[src/rtl/cdb_arbiter.sv]
`default_nettype none
// ============================================================================
// Module   : cdb_arbiter
// Purpose  : Round-robin merge of ALU/LSB/BRU results onto one registered CDB.
// Revision : 1.0
// ============================================================================
module cdb_arbiter #(
  parameter int ROB_BITS = 3,
  parameter int DEPTH    = 2
) (
  input  logic                clk,
  input  logic                rst,
  input  logic                rdy,
  input  logic                clear,
  input  logic                alu_valid,
  input  logic [ROB_BITS-1:0] alu_rob_id,
  input  logic [31:0]         alu_value,
  output logic                alu_ready,
  input  logic                lsb_valid,
  input  logic [ROB_BITS-1:0] lsb_rob_id,
  input  logic [31:0]         lsb_value,
  output logic                lsb_ready,
  input  logic                bru_valid,
  input  logic [ROB_BITS-1:0] bru_rob_id,
  input  logic [31:0]         bru_value,
  output logic                bru_ready,
  output logic                cdb_valid,
  output logic [ROB_BITS-1:0] cdb_rob_id,
  output logic [31:0]         cdb_value,
  output logic [1:0]          cdb_src
);

  localparam int c_PTR_W = $clog2(DEPTH);
  localparam int c_CNT_W = c_PTR_W + 1;
  localparam int c_ENT_W = ROB_BITS + 32;
  localparam logic [c_CNT_W-1:0] c_DEPTH = c_CNT_W'(DEPTH);

  logic                     w_live;
  logic [2:0]               w_in_valid;
  logic [2:0][c_ENT_W-1:0]  w_in_data;
  logic [2:0][c_ENT_W-1:0]  w_head;
  logic [2:0]               w_ready;
  logic [2:0]               w_nonempty;
  logic [2:0]               w_push;
  logic [2:0]               w_pop;
  logic                     w_gnt_valid;
  logic [1:0]               w_gnt;
  logic [1:0]               r_rr;

  // Addition modulo 3 for operands in 0..2.
  function automatic logic [1:0] f_add3(input logic [1:0] a, input logic [1:0] b);
    logic [2:0] s;
    s = {1'b0, a} + {1'b0, b};
    return (s >= 3'd3) ? 2'(s - 3'd3) : s[1:0];
  endfunction

  assign w_live     = rdy & ~clear;
  assign w_in_valid = {bru_valid, lsb_valid, alu_valid};
  assign w_in_data  = {{bru_rob_id, bru_value}, {lsb_rob_id, lsb_value}, {alu_rob_id, alu_value}};
  assign alu_ready  = w_ready[0];
  assign lsb_ready  = w_ready[1];
  assign bru_ready  = w_ready[2];

  generate
    for (genvar i = 0; i < 3; i++) begin : g_fifo
      logic [c_ENT_W-1:0] r_mem [DEPTH];
      logic [c_PTR_W-1:0] r_head;
      logic [c_PTR_W-1:0] r_tail;
      logic [c_CNT_W-1:0] r_count;

      assign w_ready[i]    = (r_count != c_DEPTH);
      assign w_nonempty[i] = (r_count != '0);
      assign w_push[i]     = w_in_valid[i] & w_ready[i] & w_live;
      assign w_pop[i]      = w_live & w_gnt_valid & (w_gnt == 2'(i));
      assign w_head[i]     = r_mem[r_head];

      always_ff @(posedge clk) begin
        if (rst || (rdy && clear)) begin
          r_head  <= '0;
          r_tail  <= '0;
          r_count <= '0;
        end else begin
          if (w_push[i]) begin
            r_mem[r_tail] <= w_in_data[i];
            r_tail        <= r_tail + c_PTR_W'(1);
          end
          if (w_pop[i]) begin
            r_head <= r_head + c_PTR_W'(1);
          end
          if (w_push[i] && !w_pop[i]) begin
            r_count <= r_count + c_CNT_W'(1);
          end else if (w_pop[i] && !w_push[i]) begin
            r_count <= r_count - c_CNT_W'(1);
          end
        end
      end
    end
  endgenerate

  // Candidates come from registered counts only, so same-cycle pushes wait a cycle.
  always_comb begin
    w_gnt_valid = 1'b0;
    w_gnt       = 2'd0;
    for (int k = 0; k < 3; k++) begin
      if (!w_gnt_valid && w_nonempty[f_add3(r_rr, 2'(k))]) begin
        w_gnt_valid = 1'b1;
        w_gnt       = f_add3(r_rr, 2'(k));
      end
    end
  end

  always_ff @(posedge clk) begin
    if (rst) begin
      cdb_valid  <= 1'b0;
      cdb_rob_id <= '0;
      cdb_value  <= '0;
      cdb_src    <= 2'd0;
      r_rr       <= 2'd0;
    end else if (rdy) begin
      if (clear) begin
        cdb_valid <= 1'b0;
        r_rr      <= 2'd0;
      end else if (w_gnt_valid) begin
        cdb_valid  <= 1'b1;
        cdb_rob_id <= w_head[w_gnt][c_ENT_W-1:32];
        cdb_value  <= w_head[w_gnt][31:0];
        cdb_src    <= w_gnt;
        r_rr       <= f_add3(w_gnt, 2'd1);
      end else begin
        cdb_valid <= 1'b0;
      end
    end
  end

endmodule
`default_nettype wire

[config.mk]
export PLATFORM = sky130hd
export DESIGN_NAME = cdb_arbiter
export DESIGN_NICKNAME = d
export VERILOG_FILES = /design/src/rtl/cdb_arbiter.sv
export SDC_FILE = /design/constraint.sdc
export NUM_CORES = 1
export LEC_CHECK = 0
export ABC_AREA = 0
export CAP_MARGIN = 20
export CORE_ASPECT_RATIO = 0.8
export CORE_MARGIN = 1.5
export CORE_UTILIZATION = 49
export CTS_CLUSTER_SIZE = 10
export DETAILED_ROUTE_END_ITERATION = 6
export GPL_TIMING_DRIVEN = 0
export HOLD_SLACK_MARGIN = 0.08
export PLACE_DENSITY = 0.76
export SLEW_MARGIN = 40
export SYNTH_ARGS = -nofsm -noshare
export SYNTH_HDL_FRONTEND = slang
export SYNTH_SLANG_ARGS = --single-unit
[constraint.sdc]
create_clock -name clk -period 5.45 [get_ports clk]
set_clock_uncertainty 0.2 [all_clocks]
set_input_delay 1.635 -clock clk [delete_from_list [all_inputs] [get_ports clk]]
set_output_delay 1.635 -clock clk [all_outputs]
set_load 0.05 [all_outputs]
* Word-level counts from Yosys, hierarchy flattened
Memories as Yosys holds them, arrays and structs flattened. A register that Yosys moved wholly into a read port is not among the register bits.
Index checks and enable logic that the tools add are counted.
** Word-level totals
- Input bits :: 112
- Register bits :: 52
- Memories kept :: 3
- Output and inout port bits :: 41
- Bits in writable memories :: 210
- Word-level logic and storage cells :: 132
** Memories
- g_fifo[0].r_mem :: depth 2, width 35, read ports 1, clocked after Yosys merged registers in 1, write ports 1, line 66 : logic [c_ENT_W-1:0] r_mem [DEPTH];
- g_fifo[1].r_mem :: depth 2, width 35, read ports 1, clocked after Yosys merged registers in 1, write ports 1, line 66
- g_fifo[2].r_mem :: depth 2, width 35, read ports 1, clocked after Yosys merged registers in 1, write ports 1, line 66
** Operators by class
- Muxes and demuxes :: 43
- Magnitude comparators :: 8
- Equal/unequal tests :: 5
- Add/subtract/negate cells :: 19
- Reduce and logical (&&, ||, !) cells :: 28
- Bitwise logic cells :: 12
** Operators by type and width (count)
- 35-bit binary-select mux with 2-bit select :: 1
- 35-bit 2-to-1 mux :: 1
- 2-bit 2-to-1 mux :: 15
- 1-bit 2-to-1 mux :: 23
- 2-bit nonzero test :: 7
- 2-bit by 3-bit < comparator with 1-bit output, second input constant :: 4
- 1-bit bitwise AND :: 11
- 3-bit by 2-bit >= comparator with 1-bit output, second input constant :: 3
- 1-bit logical AND :: 9
- 1-bit logical NOT :: 8
- 2-bit subtractor, second input constant :: 4
- 1-bit adder, second input constant :: 6
- 2-bit by 1-bit adder with 2-bit output, second input constant :: 3
- 2-bit by 1-bit adder with 3-bit output, second input constant :: 2
- 1-bit binary-select mux with 2-bit select :: 3
- 2-bit != test, second input constant :: 3
- 2-bit by 1-bit subtractor with 2-bit output, second input constant :: 3
- 2-bit by 2-bit adder with 3-bit output, second input constant :: 1
- 3-bit AND reduction :: 1
- 2-bit by 1-bit == test with 1-bit output, second input constant :: 1
- 2-bit == test, second input constant :: 1
- 2-bit >= comparator, second input constant :: 1
- 2-bit logical NOT :: 1
- 2-bit AND reduction :: 1
- other kinds (2) :: 2

* Depth between registers and ports, before layout
Gate-level depths: netlist of run 1.
- Depth in word-level cells :: 16
- Mapped depth :: 13
- Mapped depth without buffers :: 11

* Worst setup path after synthesis of run 1
Ideal clock, no wire load.
- Path kind :: input-to-reg
- Start point :: in rdy
- End point :: mem g_fifo[1].r_mem[0][0] (netlist bit), enable pin
- Stages :: 4
- Slack :: 190 ps
- Data arrival time :: 4589 ps
- Required time :: 4779 ps
- Library setup time :: 471 ps
- Path through :: nor2b_1 clkbuf_1 nand3_1 nor3_1
** Between the ends
- Word-level cells in the longest chain between the ends :: 5
- Elaborated cells between the ends (all ways) :: 7
- Those cells by class :: 3 x mux; 2 x bitwise; 2 x reduce/logical
** Ends and longest elaborated chain
- start, declared :: line 13 : input logic rdy,
- 1-bit bitwise AND :: line 57 : assign w_live = rdy & ~clear;
- 1-bit bitwise AND :: line 73 : assign w_push[i] = w_in_valid[i] & w_ready[i] & w_live;
- 1-bit 2-to-1 mux :: line 83 : if (w_push[i]) begin
- 1-bit 2-to-1 mux (*) :: line 78 : if (rst || (rdy && clear)) begin
- 1-bit 2-to-1 mux (implied by the code) (*) :: line 84 : r_mem[r_tail] <= w_in_data[i];
- end, declared :: line 66
Mark *: on every way between the ends. The rest lies on a longest branch, timed or not.

* Worst setup path after layout of run 1
- Start point :: in rdy
- End point :: reg g_fifo[1].r_count[1]
** Between the ends
- Word-level cells in the longest chain between the ends :: 6
- Elaborated cells between the ends (all ways) :: 12
- Those cells by class :: 1 x mux; 4 x bitwise; 7 x reduce/logical
** Ends and longest elaborated chain
- 1-bit bitwise AND :: line 57
- 1-bit bitwise AND (2 in a row) :: line 74 : assign w_pop[i] = w_live & w_gnt_valid & (w_gnt == 2'(i));
- 1-bit logical NOT :: line 90 : if (w_push[i] && !w_pop[i]) begin
- 1-bit logical AND :: line 90
- 2-bit 2-to-1 mux / 2-bit nonzero test (equally long branches)
- end signal, assigned :: line 91 : r_count <= r_count + c_CNT_W'(1);
- end signal, assigned :: line 93 : r_count <= r_count - c_CNT_W'(1);
- end, declared :: line 69 : logic [c_CNT_W-1:0] r_count;
Parallel ways exist; a longest one is shown, timed or not.
A chain may end at the register's enable or synchronous reset.

==> out/qor.yml, run 1 <==
clock_network:
  postCtsResizedCells: 0
  clock-sinks: 265
  insertion_delay_ps: 540
  ctsHtreeMaxLevel: 1
  clockBufferDepth: 3
  cts_setup_buffers: 0
  cts_tree: "yes"
  cts_buffers: 30
  path_clk_slew_ps: 50
  cts-root-buf: "clkbuf_16"
  cts_hold_buf: 0
worst_setup_path:
  startpoint: "rdy"
  rr_worst_depth: 12
  r2r_slack_ps: 1960
  critPathKind: "input port to flop"
  crit_required_ps: 5710
  path_max_fanout: 10
  critPathCapture: "g_fifo[1].r_count[1]"
  end_kind: "flop"
  startpoint_type: "input port"
  crit-reg2reg-launch: "r_rr[0]"
  worstReg2RegEnd: "g_fifo[1].r_count[1]"
  worst_ep_arrival_time_ps: 4390
synth:
  yosys.area.top_type: "edfxtp_1"
  synthAdderAreaFrac_pct: 0.722
  synth_compound_gate_area_share_pct: 10.6
  synth_common_cells: "edfxtp_1, mux2i_1, dfxtp_1"
  synth_mux_area_share_pct: 7.25
  synth-simple-area-share_pct: 7.13
  synth-edff-count: 210
  synth_nets: 800
  synth_top_family_by_area: "compound AO/OA/AOI/OAI gates"
  synth_top_cell_area_share_pct: 60.6
  synth_most_common_cell: "edfxtp_1"
  synthTopCellsByArea: "edfxtp_1, dfxtp_1, mux2i_1"
  synth_area_um2: 10400
  synth_ff_type: "edfxtp_1"
  synth.avg_cell_area_um2: 15.3
  ys_warn_count: 0
  syn-instance-count: 682
  async_flop_share_pct: 0
  yosysSeqAreaShare_pct: 71.2
  synth-xor-area-share_pct: 0.842
  yosysUniqueCellTypes: 50
  yosys_register_bits: 265
global_routing:
  grt_pass1_wl_mm: 37.3
  grt_max_degree: 36
  gr-total-overflow: 0
  grt_pass1_vias: 6504
  antenna_found_initial: 1
  track_usage_pct: 22.0
drt:
  ant_nets: 0
  drt_pre_antenna_iters: 5
  drc: 0
  viasPerCell: 5.69
  wl_per_cell_um: 20.9
  wirelength_mm: 24.5
  vias: 6672
  dr.first_iter.drc_count: 520
die:
  start_util_pct: 50.1
  die-width_um: 166
  core_um2: 20800
  rows: 47
  io_pins: 153
  dieArea_um2: 22100
  die_h_um: 133
place:
  place_inst: 1116
  dp_hpwl_mm: 17.6
  io_buffers: 151
  gp_congestion: 0.868
run:
  drv_cap: 0
pwr:
  ir_worst_vdd_mv: 0.240
  powerDensity_nw_per_um2: 340
  power.leakage_nw: 4.47
layout:
  n_fill_cell: 1545
  drive_gt1_share_pct: 8.86
  finalNonFillerCells: 1173
  num-nets-final: 997
  area_growth_pct: 27.7
sta:
  fin_crit_ps: 4130
  relSlewSlack_pct: 45.3
  report.final.slew_viol_count: 0
  finalCritPeriodShare_pct: 75.8
  fin_tns_setup_ps: 0
  worst_pin_slew_ps: 821
  fmax_ghz: 0.242
  rsz0062_at_grt: "no"
  setup_violations: 0
  finalHoldViolCount: 0
run_status:
  outcome: "finished, final reports clean"
min_path:
  hold_path_class: "flop to flop"
worst min-delay path by stage:
stage	start	to	cells past startpoint
after floorplan	g_fifo[1].r_head	flop	2
after global placement	cdb_rob_id[1]	cdb_rob_id[1]	1
after detailed placement	cdb_value[4]	cdb_value[4]	1
after CTS	cdb_value[4]	cdb_value[4]	1
after global routing	cdb_value[4]	cdb_value[4]	1
final	cdb_src[1]	cdb_src[1]	2
cells in the final DEF, fill, tap and decap left out, types with 15 or more instances in the layout:
master | netlist | final
a211o_1 | 25 | 25
a211oi_1 | 24 | 24
a221oi_1 | 26 | 26
clkbuf_1 | 36 | 60
clkbuf_16 | 0 | 31
clkdlybuf4s50_1 | 0 | 151
dfxtp_1 | 55 | 55
edfxtp_1 | 210 | 210
mux2i_1 | 63 | 63
nand2b_1 | 18 | 18
nand3_1 | 25 | 25
nor2b_1 | 25 | 25
nor3_1 | 27 | 25
o21ai_0 | 15 | 15
worst max-delay path, cell delays in order:
cell             delay (ps)
clkdlybuf4s50_1         610
nor2b_1                 160
clkbuf_1                350
o21ai_2                 260
or3_1                   390
buf_2                   170
ha_1                    320
or3_1                   350
a21oi_1                 140
cell type report:
type                            instances  area, um^2  area share (%)
Sequential cell                       265        7410            55.8
Multi-Input combinational cell        363        2800            21.0
Timing Repair Buffer                  165        1640            12.3
Clock buffer                           55         866            6.52
Tap cell                              269         337            2.53
Buffer                                 47         208            1.56
Inverter                                7        26.3           0.198
Clock inverter                          1        3.75          0.0283
Antenna cell                            1        2.50          0.0188
routing by layer:
layer	wire (um)	up-vias	GRT usage, %
li1	-	3099	-
met1	11200	3252	33.3
met2	10900	277	32.9
met3	1770	44	3.59
met4	569	0	6.61
met5	0	-	0
cells by family after synthesis:
family / Yosys count
buffers and inverters: 54
and+or+nand+nor: 135
muxes: 74
AOI/OAI and AO/OA: 138
adders and majority gates: 6
DFF: 265
xor gates and xnor gates: 10
state kept, by name, summed over array words and instances (netlist names), named ones only:
| register | flops |
|---|---|
| g_fifo.r_tail | 3 |
| cdb_value | 32 |
| cdb_valid | 1 |
| g_fifo.r_head | 3 |
| r_rr | 2 |
| g_fifo.r_count | 6 |
| g_fifo.r_mem | 210 |
| cdb_src | 2 |
| cdb_rob_id | 3 |
per-stage QoR:
stage / cell area [um^2] / hold WS [ps] / setup WS [ps] / total power (W) / util (%)
3_5_place_dp: 12400 / 249 / 823 / 0.00278 / 59.8
6_report: 13300 / 259 / 1320 / 0.00452 / 64.0
3_3_place_gp: 12300 / 245 / -2180 / 0.00276 / 59.0
4_1_cts: 13300 / 261 / 1360 / 0.00454 / 64.0
5_1_grt: 13300 / 282 / 1120 / 0.00466 / 64.0
2_1_floorplan: 10400 / 255 / 190 / 0.00256 / -
where the power goes:
group	leakage, nW	switching, W	internal, W
clock	0.412	0.000728	0.00105
combinational	1.72	0.000284	0.000200
sequential	2.34	0.0000261	0.00223
total	4.47	0.00104	0.00348
No activity file was read; power rests on OpenSTA's default activity.
==> run 2, diff against run 1 <==
- clock period: 5.45 -> 3.3 ns (I/O delays scaled with it)
==> out/qor.yml, run 2 (synthesis gave the netlist of run 1 again) <==
layout:
  seqCellArea_um2: 7410
  finalNonFillerCells: 1171
  regMostFlops: "g_fifo.r_mem"
  num-nets-final: 996
  mostFrequentLayoutCells: "edfxtp_1, clkdlybuf4s50_1, mux2i_1"
  layout_commonest_cell: "edfxtp_1"
  diodes: 0
  area_growth_pct: 29.3
  reg_top3: "g_fifo.r_mem (210), cdb_value (32), g_fifo.r_count (6)"
  n_fill_cell: 1466
  multi_input_comb_area_um2: 2920
  drive_gt1_share_pct: 10.4
  largest_reg_flops: 210
pwr:
  power.leakage_nw: 4.50
  ir_worst_vdd_mv: 0.361
  powerDensity_nw_per_um2: 560
  finalPower_w: 0.00753
sta:
  finalHoldViolCount: 0
  worst_pin_slew_ps: 806
  finalCritPeriodShare_pct: 98.0
  report.final.slew_viol_count: 0
  setup_violations: 0
  rsz0062_at_grt: "yes"
  fin_crit_ps: 3230
  fmax_ghz: 0.309
  relSlewSlack_pct: 46.3
place:
  place_inst: 1110
  dp_hpwl_mm: 17.3
  io_buffers: 151
  gp_congestion: 0.828
die:
  io_pins: 153
  die_h_um: 133
  dieArea_um2: 22100
  start_util_pct: 50.1
  rows: 47
  core_um2: 20800
  die-width_um: 166
drt:
  wl_per_cell_um: 20.8
  wirelength_mm: 24.4
  drc: 0
  ant_nets: 0
  vias: 6646
  drt_pre_antenna_iters: 5
  dr.first_iter.drc_count: 528
  viasPerCell: 5.68
worst_setup_path:
  r2r_slack_ps: 70
  worstReg2RegEnd: "cdb_value[22]"
  slowest_stage: "a221oi_1"
  end_kind: "flop"
  startpoint_type: "flop"
  cp_cell_sequence: "inv_1 > ha_1 > clkbuf_4 > nand2b_1 > nor4bb_4 > o21ai_1 > o2111ai_2 > buf_2 > a221oi_1 > a211o_1"
  worst_ep_arrival_time_ps: 3510
  path_max_fanout: 10
  critPathKind: "flop to flop"
  crit-reg2reg-launch: "r_rr[0]"
  max_stage_delay_ps: 530
  rr_worst_depth: 10
  crit_required_ps: 3580
global_routing:
  grt_pass1_vias: 6489
  grt_pass1_wl_mm: 37.4
  antenna_found_initial: 0
  gr-total-overflow: 0
  track_usage_pct: 22.0
  grt_max_degree: 36
min_path:
  worstHoldEndpoint: "cdb_value[10]"
  hold_path_class: "flop to flop"
  min-delay-start: "cdb_value[10]"
  hold_depth: 1
clock_network:
  cts_buffers: 30
  clockBufferDepth: 3
  clock-sinks: 265
  path_clk_slew_ps: 50
  insertion_delay_ps: 540
  ctsHtreeMaxLevel: 1
  cts-root-buf: "clkbuf_16"
  cts_tree: "yes"
run_status:
  outcome: "finished, final reports clean"
run:
  drv_cap: 0
==> run 2: changes by cell type in the layout (fill, tap and decap cells not counted), moves of 2 or more <==
cell	before	now
buf_4	10	5
nor3_2	2	0
a221oi_2	0	2
a221oi_1	26	24
buf_6	3	9
nand3_4	0	2
buf_2	9	6
nor3_4	0	2
==> run 2: layout make-up <==
type                            count  share of cell area, %
Inverter                            7                  0.195
Sequential cell                   265                   55.1
Clock buffer                       56                   6.54
Multi-Input combinational cell    363                   21.7
Tap cell                          269                   2.50
Buffer                             47                   1.57
Timing Repair Buffer              164                   12.4
==> run 2: per-layer routing <==
layer	vias up	track usage (%)	wire length, um
li1	3096	-	-
met4	0	4.75	449
met3	32	4.16	1600
met2	222	33.1	10900
met5	-	0	0
met1	3296	33.4	11400
==> run 2: metrics by stage <==
stage,cell area [um^2],hold WS [ps],worst slack [ps],utilization [%],setup TNS [ps]
after floorplan,10400,255,18.8,-,0
after global placement,12300,244,-1430,59.1,-267600
after detailed placement,12400,253,-667,59.8,-86730
after CTS,13300,266,2.82,64.2,0
after global routing,13500,282,-15.0,64.8,-22.0
final,13500,264,65.1,64.8,0
==> run 2: how the worst max path moves through the flow <==
stage | start | endpoint | slack, ps | cells past startpoint
after floorplan | rdy | g_fifo[2].r_mem[0][0] | 20 | 6
after global placement | rdy | g_fifo[2].r_mem[0][6] | -1430 | 7
after detailed placement | rdy | g_fifo[1].r_count[1] | -670 | 9
after CTS | r_rr[0] | g_fifo[1].r_count[1] | 3 | 12
after global routing | r_rr[0] | g_fifo[2].r_count[1] | -20 | 12
final | r_rr[0] | cdb_value[22] | 70 | 10
==> run 2: what timing repair did <==
action | in CTS | in global routing
pin swaps | 1 | 3
resized for setup | 5 | 17
hold buffers | 0 | 0
setup endpoints to repair | 17 | 35
buffers inserted | 0 | 5
==> run 2: worst max-delay path: cells and delay by family, from the launching register on <==
family | cells | cell delay [ps]
buf+inv | 3 | 590
simple gates | 2 | 310
fa+ha+maj | 1 | 290
flops | 1 | 350
compound gates | 4 | 1440
==> run 2: report_power, final <==
part / internal, W / switching [W] / total, W
clock network: 0.00176 / 0.00120 / 0.00296
registers: 0.00368 / 0.0000441 / 0.00373
logic: 0.000353 / 0.000488 / 0.000841
==> run 3, diff against run 2 <==
- CORE_UTILIZATION: 49 -> 51
- CTS_BUF_LIST: not set -> sky130_fd_sc_hd__clkbuf_8
- PLACE_DENSITY: 0.76 -> 0.79
- SLEW_MARGIN: 40 -> 20
==> out/qor.yml, run 3 (synthesis gave the netlist of run 1 again) <==
die:
  dieArea_um2: 21300
  core_um2: 19900
  io_pins: 153
  die_h_um: 131
  die-width_um: 163
  start_util_pct: 52.2
  rows: 46
worst_setup_path:
  slowest_stage: "nor4bb_2"
  path_buf_inv: 3
  startpoint_type: "flop"
  path_delay_family: "simple AND/OR/NAND/NOR gates"
  worst_ep_arrival_time_ps: 3460
  crit_required_ps: 3570
  critPathKind: "flop to flop"
  crit_top_cell: "ha_1"
  cp_cell_sequence: "inv_1 > ha_1 > clkbuf_4 > nand2b_1 > nor4bb_2 > o21a_2 > nand3_4 > buf_2 > ha_1 > or3_1 > a21oi_1"
  end_kind: "flop"
  path_max_fanout: 10
  max_stage_delay_ps: 390
pwr:
  p_sw_share_pct: 24.2
  power.share.clock_pct: 38.0
  p_seq_share_pct: 50.7
  power_frac_comb_pct: 11.3
  ir_worst_vdd_mv: 0.333
  power.leakage_nw: 4.60
  intPower_w: 0.00556
  switchingPower_w: 0.00178
  powerDensity_nw_per_um2: 545
clock_network:
  clockBufferDepth: 3
  cts_tree: "yes"
  ctsHtreeMaxLevel: 2
  clock-sinks: 265
  cts-root-buf: "clkbuf_8"
  cts_buffers: 41
  path_clk_slew_ps: 60
  cts_hold_buf: 0
  insertion_delay_ps: 540
drt:
  drc: 0
  wirelength_mm: 24.6
  vias: 6641
  dr.first_iter.drc_count: 509
  ant_nets: 0
  drt_pre_antenna_iters: 4
  viasPerCell: 5.58
  wl_per_cell_um: 20.6
sta:
  finalHoldViolCount: 0
  setup_violations: 0
  worst_pin_slew_ps: 800
  rsz0062_at_grt: "no"
  fin_ws_ps: 112
  report.final.slew_viol_count: 0
  relSlewSlack_pct: 46.7
  fin_crit_ps: 3190
  finalCritPeriodShare_pct: 96.6
  fmax_ghz: 0.314
  fin_tns_setup_ps: 0
global_routing:
  track_usage_pct: 23.0
  grt_pass1_wl_mm: 36.4
  antenna_found_initial: 0
  grt_pass1_vias: 6443
  grt_max_degree: 29
  gr-total-overflow: 0
layout:
  reg_top3: "g_fifo.r_mem (210), cdb_value (32), g_fifo.r_count (6)"
  largest_reg_flops: 210
  stdcell_area_um2: 13500
  area_growth_pct: 29.5
  diodes: 0
  mostFrequentLayoutCells: "edfxtp_1, clkdlybuf4s50_1, mux2i_1"
  regMostFlops: "g_fifo.r_mem"
  drive_gt1_share_pct: 13.3
  final_util_pct: 67.6
  num-nets-final: 1011
  layout_commonest_cell: "edfxtp_1"
run:
  drv_cap: 0
place:
  placed_cell_area_um2: 12400
  io_buffers: 151
  dp_slack_ps: -610
  gp_congestion: 0.836
  dp_hpwl_mm: 17.4
run_status:
  outcome: "finished, final reports clean"
min_path:
  hold_path_class: "flop to flop"
[run 3: cell types whose count changed in the layout (fill, tap and decap cells not counted), sizes merged]
cell      previous run  this run
clkinvlp             0         1
clkinv               1        13
buf                 23        26
nor2                12        13
clkbuf              93        84
bufinv               0         3
inv                  6        19
[run 3: layer usage]
metal	track usage (%)	vias up	wire length, um
li1	-	3130	-
met1	33.4	3193	10900
met2	34.8	278	11300
met3	5.24	40	1860
met4	7.45	0	525
met5	0	-	0
[run 3: worst register-to-register path: cells and delay by family (launching register included)]
family	cells	cell delay, ps
and+or+nand+nor	4	1040
AOI/OAI and AO/OA	2	420
DFF	1	360
buffers and inverters	3	490
adders and majority gates	2	610
[run 3: final timing paths]
| check | startpoint | end | slack (ps) | cells past startpoint |
|---|---|---|---|---|
| max reg2reg | r_rr[0] | g_fifo[2].r_count[1] | 110 | 11 |
| max | r_rr[0] | g_fifo[2].r_count[1] | 110 | 11 |
| min | cdb_value[19] | cdb_value[19] | 270 | 1 |
| min reg2reg | cdb_value[19] | cdb_value[19] | 270 | 1 |
[run 3: cell type report]
cell class	instances	area, um^2
Clock buffer	47	647
Tap cell	264	330
Sequential cell	265	7410
Fill cell	1426	6450
Clock inverter	29	198
Timing Repair Buffer	167	1740
Multi-Input combinational cell	364	2900
Buffer	47	213
Inverter	7	26.3
[run 3: through the flow]
| step | instances | hold slack, ps | power [W] |
|---|---|---|---|
| 2_1_floorplan | 682 | 255 | 0.00422 |
| 3_3_place_gp | 1097 | 243 | 0.00456 |
| 3_5_place_dp | 1105 | 252 | 0.00458 |
| 4_1_cts | 1182 | 266 | 0.00735 |
| 5_1_grt | 1190 | 279 | 0.00757 |
| 6_report | 1190 | 268 | 0.00734 |
[run 3: timing repair]
item	CTS	global route
endpoints found under the setup margin	32	45
setup buffers	1	7
gates resized for setup	6	16
pin swaps	1	4
gates cloned	0	1
[run 3: power groups by stage]
stage          logic (W)  registers, W  clock network (W)
3_5_place_dp    0.000791       0.00379                  0
6_report        0.000830       0.00372            0.00279
4_1_cts         0.000805       0.00372            0.00282
5_1_grt         0.000882       0.00373            0.00296
2_1_floorplan   0.000311       0.00391                  0
3_3_place_gp    0.000769       0.00379                  0
